<file path="config.mk">
export PLATFORM = sky130hd
export DESIGN_NAME = output_drain_ctrl
export DESIGN_NICKNAME = d
export VERILOG_FILES = /design/src/rtl/mini_tpu_pkg.sv /design/src/rtl/output_drain_ctrl.sv
export SDC_FILE = /design/constraint.sdc
export NUM_CORES = 1
export LEC_CHECK = 0
export CAP_MARGIN = 15
export CORE_AREA = 2 2 121 123
export DETAILED_ROUTE_END_ITERATION = 6
export DIE_AREA = 0 0 123 125
export PLACE_DENSITY = 0.77
export SETUP_SLACK_MARGIN = 0.4
export SKIP_LAST_GASP = 1
export SYNTH_ARGS = -nofsm -noshare
export SYNTH_HDL_FRONTEND = slang
export SYNTH_SLANG_ARGS = --single-unit
</file>
<file path="constraint.sdc">
create_clock -name clk -period 2.35 [get_ports clk]
set_input_delay 0.47 -clock clk [delete_from_list [all_inputs] [get_ports clk]]
set_output_delay 0.47 -clock clk [all_outputs]
set_load 0.02 [all_outputs]
</file>
<file path="src/rtl/mini_tpu_pkg.sv">
// Shared constants for the mini TPU output path: state encoding and default
// geometry of the output SRAM and its drain controller.
package mini_tpu_pkg;

    localparam int DEF_DATA_WIDTH = 16;
    localparam int DEF_DEPTH      = 16;
    localparam int DEF_OUT_WIDTH  = 8;
    localparam int SLICES         = DEF_DATA_WIDTH / DEF_OUT_WIDTH;

    localparam logic [2:0] ST_IDLE    = 3'd0;
    localparam logic [2:0] ST_WRITE   = 3'd1;
    localparam logic [2:0] ST_RD_REQ  = 3'd2;
    localparam logic [2:0] ST_RD_WAIT = 3'd3;
    localparam logic [2:0] ST_SEND    = 3'd4;

endpackage

</file>
<file path="src/rtl/output_drain_ctrl.sv">
// Captures a systolic-array result vector into the output SRAM, then reads it
// back word by word and streams each word out as OUT_WIDTH-bit slices.
module output_drain_ctrl
    import mini_tpu_pkg::*;
#(
    parameter int DATA_WIDTH = DEF_DATA_WIDTH,
    parameter int DEPTH      = DEF_DEPTH,
    parameter int ADDR_WIDTH = $clog2(DEPTH),
    parameter int OUT_WIDTH  = DEF_OUT_WIDTH
) (
    input  logic                        clk,
    input  logic                        rst_n,
    input  logic                        start,
    input  logic [DEPTH*DATA_WIDTH-1:0] results_in,
    output logic                        busy,
    output logic                        done,
    output logic                        sram_we,
    output logic [ADDR_WIDTH-1:0]       sram_waddr,
    output logic [DATA_WIDTH-1:0]       sram_wdata,
    output logic                        sram_re,
    output logic [ADDR_WIDTH-1:0]       sram_raddr,
    input  logic [DATA_WIDTH-1:0]       sram_rdata,
    output logic [OUT_WIDTH-1:0]        out_data,
    output logic                        out_valid,
    input  logic                        out_ready
);

    localparam int N_SLICES = DATA_WIDTH / OUT_WIDTH;
    localparam int SLICE_W  = (N_SLICES > 1) ? $clog2(N_SLICES) : 1;
    localparam logic [ADDR_WIDTH-1:0] LAST_IDX   = ADDR_WIDTH'(DEPTH - 1);
    localparam logic [SLICE_W-1:0]    LAST_SLICE = SLICE_W'(N_SLICES - 1);

    logic [2:0]            state_r;
    logic [2:0]            state_nxt_s;
    logic [ADDR_WIDTH-1:0] widx_r;
    logic [ADDR_WIDTH-1:0] ridx_r;
    logic [SLICE_W-1:0]    slice_r;
    logic [DATA_WIDTH-1:0] word_buf_r;
    logic [DATA_WIDTH-1:0] wdata_r;
    logic                  done_r;
    logic                  handshake_s;
    logic                  last_slice_s;

    function automatic logic [DATA_WIDTH-1:0] word_at(
        input logic [DEPTH*DATA_WIDTH-1:0] vec,
        input int unsigned                 k
    );
        return vec[k*DATA_WIDTH +: DATA_WIDTH];
    endfunction

    assign handshake_s  = (state_r == ST_SEND) && out_ready;
    assign last_slice_s = (slice_r == LAST_SLICE);

    // Next-state decode of the capture/drain sequence
    always_comb begin
        state_nxt_s = state_r;
        case (state_r)
            ST_IDLE: begin
                if (start) state_nxt_s = ST_WRITE;
                else       state_nxt_s = ST_IDLE;
            end
            ST_WRITE: begin
                if (widx_r == LAST_IDX) state_nxt_s = ST_RD_REQ;
                else                    state_nxt_s = ST_WRITE;
            end
            ST_RD_REQ:  state_nxt_s = ST_RD_WAIT;
            ST_RD_WAIT: state_nxt_s = ST_SEND;
            ST_SEND: begin
                if (handshake_s && last_slice_s) begin
                    if (ridx_r == LAST_IDX) state_nxt_s = ST_IDLE;
                    else                    state_nxt_s = ST_RD_REQ;
                end else begin
                    state_nxt_s = ST_SEND;
                end
            end
            default: state_nxt_s = ST_IDLE;
        endcase
    end

    // State, index counters, write-data pipeline, read buffer and done pulse
    always_ff @(posedge clk or negedge rst_n) begin
        if (!rst_n) begin
            state_r    <= ST_IDLE;
            widx_r     <= '0;
            ridx_r     <= '0;
            slice_r    <= '0;
            word_buf_r <= '0;
            wdata_r    <= '0;
            done_r     <= 1'b0;
        end else begin
            state_r <= state_nxt_s;
            done_r  <= 1'b0;
            case (state_r)
                ST_IDLE: begin
                    // Write data is staged one cycle ahead so sram_wdata
                    // comes straight from a flop rather than from results_in.
                    if (start) begin
                        widx_r  <= '0;
                        wdata_r <= word_at(results_in, 32'd0);
                    end
                end
                ST_WRITE: begin
                    if (widx_r == LAST_IDX) begin
                        widx_r  <= '0;
                        ridx_r  <= '0;
                        wdata_r <= '0;
                    end else begin
                        widx_r  <= widx_r + ADDR_WIDTH'(1);
                        wdata_r <= word_at(results_in, 32'(widx_r) + 32'd1);
                    end
                end
                ST_RD_REQ: begin
                    slice_r <= '0;
                end
                ST_RD_WAIT: begin
                    word_buf_r <= sram_rdata;
                    slice_r    <= '0;
                end
                ST_SEND: begin
                    if (handshake_s) begin
                        if (!last_slice_s) begin
                            slice_r <= slice_r + SLICE_W'(1);
                        end else if (ridx_r != LAST_IDX) begin
                            slice_r <= '0;
                            ridx_r  <= ridx_r + ADDR_WIDTH'(1);
                        end else begin
                            slice_r <= '0;
                            ridx_r  <= '0;
                            done_r  <= 1'b1;
                        end
                    end
                end
                default: begin
                    widx_r  <= '0;
                    ridx_r  <= '0;
                    slice_r <= '0;
                end
            endcase
        end
    end

    assign busy       = (state_r != ST_IDLE);
    assign done       = done_r;
    assign sram_we    = (state_r == ST_WRITE);
    assign sram_waddr = sram_we ? widx_r : '0;
    assign sram_wdata = sram_we ? wdata_r : '0;
    assign sram_re    = (state_r == ST_RD_REQ);
    assign sram_raddr = sram_re ? ridx_r : '0;
    assign out_valid  = (state_r == ST_SEND);
    assign out_data   = out_valid ? word_buf_r[slice_r*OUT_WIDTH +: OUT_WIDTH] : '0;

endmodule

</file>
==> results_dict.tcl, run 1 <==
set metrics [dict create \
    status "finished, final reports clean" \
    dp_hpwl_um 14900 \
    floorplan.initialDensity_pct 30.2 \
    fp.dieW_um 123 \
    drc 0 \
    final_cell_count_no_fill 881 \
    fmax_mhz 453 \
    worstMarginPinSlew_ns 0.786 \
    hold_violations 0 \
    setup_viol 0 \
    syn_area_um2 4290 \
    synth_largest_area_cell "dfrtp_1" \
    synth_ff_type "dfrtp_1" \
    die_area_um2 15400 \
    routedWlPerCell_um 20.6 \
    first_pass_iters 4 \
    clk_latency_ns 0.29 \
    synth-seq-cells 45 \
    n_fill_cell 1199 \
    synth_commonest_cells "mux4_2 (48), dfrtp_1 (45), mux2i_1 (40)" \
    reg2regPathDepth 4 \
    endpoint_kind "primary output" \
    grt_pass1_wl_um 27200 \
    cts_tree "done" \
    peakVddDrop_uv 483 \
    synthCells 386 \
    drive_gt1_share_pct 24.7 \
    die_y_um 125 \
    vias 4763 \
    fin_skew_ns 0.00564 \
    dp_cells 859 \
    grt_max_degree 33 \
    register_area_um2 1130 \
    syn_area_per_cell_um2 11.1 \
    io_buffers 312 \
    clk_path_buf_depth 2 \
    wl_um 18200 \
    core_um2 14200 \
    ant_nets 0 \
    timing.rr.end "word_buf_r[2]$_DFFE_PN0N_" \
    synth.most_common_cell "mux4_2" \
    antenna_found_initial 1 \
    syn_to_final_growth_pct 88.8 \
    synth_cell_types 39 \
    min_path_type "primary input to asynchronous set/reset pin" \
    rrSetupSlack_ns 0.46 \
    drt_iter0_markers 304 \
    grt_pass1_vias 5027 \
    multi_input_comb_area_um2 3030 \
    track_usage_pct 23.0 \
    layout_min_cycle_time_ns 2.21 \
    yosysSeqAreaShare_pct 26.2 \
    finalPower_mw 7.64 \
    cap_violations 0 \
    cp.arrival_ns 1.74 \
    synth_edf_count 0 \
    numCtsBuffers 5 \
    slew_viol_final 0 \
    required_ns 1.88 \
    row_count 44 \
    path_class "flop to primary output" \
    relSlewSlack_pct 47.4 \
    powerDensity_nw_per_um2 944 \
    place_ws_ns 0.0457 \
    cts_root_buffer "clkbuf_16" \
    cp-start-kind "flop" \
    critPathMaxFanout 6 \
    yosys.area.top_type_share_pct 26.2 \
    p_leak_nw 3.09 \
    layout.nets 973 \
    rsz0062_at_grt "true" \
    synth_area_leaders "dfrtp_1 (26%), mux4_2 (25%), mux2i_1 (9.3%)" \
    async_flop_share_pct 100 \
    cts_max_level 2 \
    viasPerCell 5.41 \
    clk_pin_slew_worst_paths_ns 0.07 \
    syn-num-nets 664 \
    worstReg2RegStart "state_r[2]$_DFF_PN0_" \
    final_util_pct 57.0 \
    gp_congestion 0.895 \
    fin_ws_ns 0.142 \
    setup_tns_ns 0 \
    synth-warning-count 0 \
    timing.final.crit_share_pct 94.0 \
    ios 313 \
    grt_overflow 0 \
    cts_sinks 45 \
]
## metrics by stage
stage / hold WS, ns / cell area, um2
6_report: 0.174 / 8100
5_1_grt: 0.206 / 8100
4_1_cts: 0.187 / 8000
3_5_place_dp: 0.487 / 7670
3_3_place_gp: 0.483 / 7670
2_1_floorplan: 0.174 / 4290
## sequential cells by signal, indices dropped and copies added, names as in the netlist
name / cells
state_r: 3
widx_r: 4
word_buf_r: 16
wdata_r: 16
ridx_r: 4
done: 1
last_slice_s: 1
## cell type report
class                           count  share of cell area (%)
Antenna cell                        1                  0.0309
Inverter                            2                   0.154
Clock inverter                      3                   0.309
Tap cell                          184                    2.84
Timing Repair Buffer              345                    43.7
Clock buffer                        5                    1.54
Sequential cell                    45                    14.0
Multi-Input combinational cell    296                    37.5
## power breakdown
part | switching [mW] | leakage [nW] | internal, mW | total [mW]
registers | 0.373 | 0.549 | 1.13 | 1.50
clock network | 0.319 | 0.0708 | 0.402 | 0.721
logic | 2.34 | 2.47 | 3.08 | 5.42
## layer usage
layer	GRT usage, %	up-vias	wire length, um
li1	-	2170	-
met1	26.5	2326	6720
met2	42.2	222	9570
met3	3.92	45	1150
met4	8.42	0	731
met5	0	-	0
## how the worst max path moves through the flow
stage	from	depth (start not counted)	to
floorplan	state_r[1]$_DFF_PN0_	4	out_data[0]
detailed placement	state_r[1]$_DFF_PN0_	5	sram_wdata[11]
global route	state_r[1]$_DFF_PN0_	7	sram_wdata[1]
finish	state_r[1]$_DFF_PN0_	7	sram_wdata[0]
global placement	state_r[1]$_DFF_PN0_	3	out_data[2]
CTS	state_r[1]$_DFF_PN0_	7	sram_wdata[0]
## timing repair
action	CTS	global route
gates cloned	2	0
pin swaps	2	3
hold endpoints to repair	0	0
setup endpoints to repair	52	46
buffers inserted	8	3
hold buffers	0	0
gates resized for setup	180	30
## cell families (layout without fill, tap and decap cells)
| group | count (synthesis) | count (layout) | synth area share (%) |
|---|---|---|---|
| AO/OA/AOI/OAI | 104 | 104 | 18.2 |
| flip-flops | 45 | 45 | 26.2 |
| adder cells (fa/ha/maj) | 2 | 2 | 0.583 |
| buffers and inverters | 45 | 355 | 4.78 |
| multiplexers | 104 | 104 | 38.7 |
| other | 0 | 1 | 0 |
| AND/OR/NAND/NOR | 86 | 86 | 11.4 |
## critical path, cell delays in order, from the launching register on
cell	delay (ns)
dfrtp_1	0.41
or3b_4	0.41
clkinv_4	0.07
buf_12	0.11
buf_12	0.11
buf_8	0.09
and2_4	0.14
buf_12	0.11
## placed cells by master (no fill, tap or decap), types with 3 or more instances in the layout
| master | n |
|---|---|
| mux2i_1 | 40 |
| o211ai_1 | 16 |
| clkdlybuf4s50_1 | 275 |
| mux4_2 | 48 |
| clkbuf_16 | 5 |
| o2bb2ai_1 | 16 |
| a2bb2oi_1 | 16 |
| nor2_1 | 13 |
| and2_1 | 8 |
| a32oi_1 | 16 |
| clkdlybuf4s15_2 | 9 |
| buf_6 | 25 |
| mux2_2 | 16 |
| o31ai_1 | 4 |
| o21ai_0 | 10 |
| a31oi_1 | 16 |
| buf_4 | 24 |
| dfrtp_1 | 42 |
| a21oi_1 | 5 |
| nand3_1 | 4 |
| a21o_1 | 3 |
| and2_4 | 17 |
| nor2b_1 | 19 |
| buf_12 | 7 |
| nand2_1 | 11 |
(Power assumes the default switching activity.)
==> inputs of run 2 (changes only) <==
==> constraint.sdc (replaced) <==
create_clock -name clk -period 2.35 [get_ports clk]
set_input_delay 0.705 -clock clk [delete_from_list [all_inputs] [get_ports clk]]
set_output_delay 0.705 -clock clk [all_outputs]
set_load 0.02 [all_outputs]
==> run 2 against run 1 <==
  * The run now ends with setup timing left
  * First-iteration DRC count down 17%
  * Non-clock buffer count increased by 11
  * Die area stayed put
  * Register-to-register slack is essentially flat
  * Highest routed layer unchanged
  * Largest power group unchanged
  * Count of clock-buffer cells in the layout unchanged
==> results_dict.tcl, run 2 (synthesis gave the netlist of run 1 again) <==
set metrics [dict create \
    status "complete, but fails checks" \
    violations "setup timing" \
    viasPerCell 5.46 \
    dp_cells 866 \
    syn_to_final_growth_pct 95.1 \
    dp_hpwl_um 15300 \
    layout_common_cells "clkdlybuf4s50_1 (274), mux4_2 (48), dfrtp_1 (43), buf_6 (43), mux2i_1 (40)" \
    die_y_um 125 \
    n_fill_cell 1207 \
    final_util_pct 58.9 \
    register_area_um2 1130 \
    gp_congestion 0.945 \
    cts_max_level 2 \
    row_count 44 \
    timing.final.crit_share_pct 102 \
    drive_gt1_share_pct 29.5 \
    ios 313 \
    routedWlPerCell_um 21.7 \
    finalPower_mw 7.82 \
    clk_pin_slew_worst_paths_ns 0.07 \
    grt_pass1_vias 5215 \
    final_cell_count_no_fill 898 \
    hold_violations 0 \
    setup_viol 2 \
    ant_nets 0 \
    required_ns 1.64 \
    core_um2 14200 \
    layout.nets 989 \
    cp.arrival_ns 1.70 \
    relSlewSlack_pct 49.7 \
    fmax_mhz 417 \
    rsz0062_at_grt "true" \
    ctsHoldBuffers 0 \
    slew_viol_final 0 \
    critPathMaxFanout 5 \
    cts_tree "done" \
    final_common_cell "clkdlybuf4s50_1" \
    io_buffers 312 \
    fin_ws_ns -0.0501 \
    grt_max_degree 37 \
    grt_overflow 0 \
    floorplan.initialDensity_pct 30.2 \
    cts_sinks 45 \
    multi_input_comb_area_um2 3170 \
    cp-start-kind "flop" \
    die_area_um2 15400 \
    drt_iter0_markers 251 \
    reg_top3 "wdata_r (16), word_buf_r (16)" \
    track_usage_pct 24.8 \
    antenna_found_initial 2 \
    vias 4901 \
    layout_min_cycle_time_ns 2.40 \
    drc 0 \
    powerDensity_nw_per_um2 934 \
    setup_tns_ns -0.0903 \
    clk_latency_ns 0.29 \
    worstMarginPinSlew_ns 0.755 \
    first_pass_iters 5 \
    p_leak_nw 3.23 \
    grt_pass1_wl_um 29000 \
    min_path_type "primary input to asynchronous set/reset pin" \
    cap_violations 0 \
    path_class "flop to primary output" \
    clk_path_buf_depth 2 \
    cts_root_buffer "clkbuf_16" \
    wl_um 19400 \
    endpoint_kind "primary output" \
    peakVddDrop_uv 404 \
    fin_skew_ns 0.00254 \
    numCtsBuffers 5 \
    fp.dieW_um 123 \
]
-- run 2: where the power goes --
group / internal (mW) / leakage [nW] / switching (mW) / total (mW)
Sequential: 1.13 / 0.550 / 0.291 / 1.42
Clock: 0.400 / 0.0704 / 0.335 / 0.735
Combinational: 3.08 / 2.61 / 2.58 / 5.66
-- run 2: path summary, 6_finish.rpt --
check,startpoint,end,slack (ns),depth (start not counted)
setup reg to reg,state_r[1]$_DFF_PN0_,wdata_r[4]$_DFFE_PN0P_,0.46,6
min in group clk,word_buf_r[5]$_DFFE_PN0N_,word_buf_r[5]$_DFFE_PN0N_,0.51,1
max in group asynchronous,rst_n,wdata_r[6]$_DFFE_PN0P_,1.25,2
hold / removal,rst_n,ridx_r[3]$_DFFE_PN0P_,0.48,1
setup / recovery,state_r[1]$_DFF_PN0_,sram_wdata[0],-0.05,5
hold reg to reg,word_buf_r[5]$_DFFE_PN0N_,word_buf_r[5]$_DFFE_PN0N_,0.51,1
-- run 2: metal layers --
metal | global-route usage, % | routed length, um | up-vias
li1 | - | - | 2203
met5 | 0 | 0 | -
met3 | 4.38 | 1200 | 43
met4 | 10.2 | 731 | 0
met2 | 45.9 | 10600 | 251
met1 | 27.4 | 6890 | 2404
-- run 2: area by class of cell --
class	instances	area share (%)
diodes	2	0.0598
clock buffers	5	1.49
clock inverters	3	0.299
inverters	2	0.179
multi-input cells	298	37.9
flip-flops and latches	45	13.5
well taps	184	2.75
repair buffers	356	43.4
repair inverters	3	0.344
-- run 2: stage by stage --
step / instance area (um2) / hold WS [ns] / worst slack (ns)
global placement: 7810 / 0.477 / -0.108
finish: 8370 / 0.478 / -0.0501
global route: 8370 / 0.526 / -0.0814
detailed placement: 7810 / 0.493 / -0.175
CTS: 8210 / 0.506 / -0.0546
floorplan: 4490 / 0.409 / 0.343
-- run 2: worst max-delay path, stage by stage (launching register included) --
cell     delay, ns
dfrtp_1       0.41
or3b_4        0.51
inv_8         0.13
buf_12        0.11
and2_4        0.14
buf_12        0.11
-- run 2: repair_timing --
item                                    4_1_cts  5_1_grt
endpoints found under the setup margin       54       55
pin swaps                                     9        7
gates resized for setup                     226       22
buffers inserted                             11        5
gates cloned                                  4        2
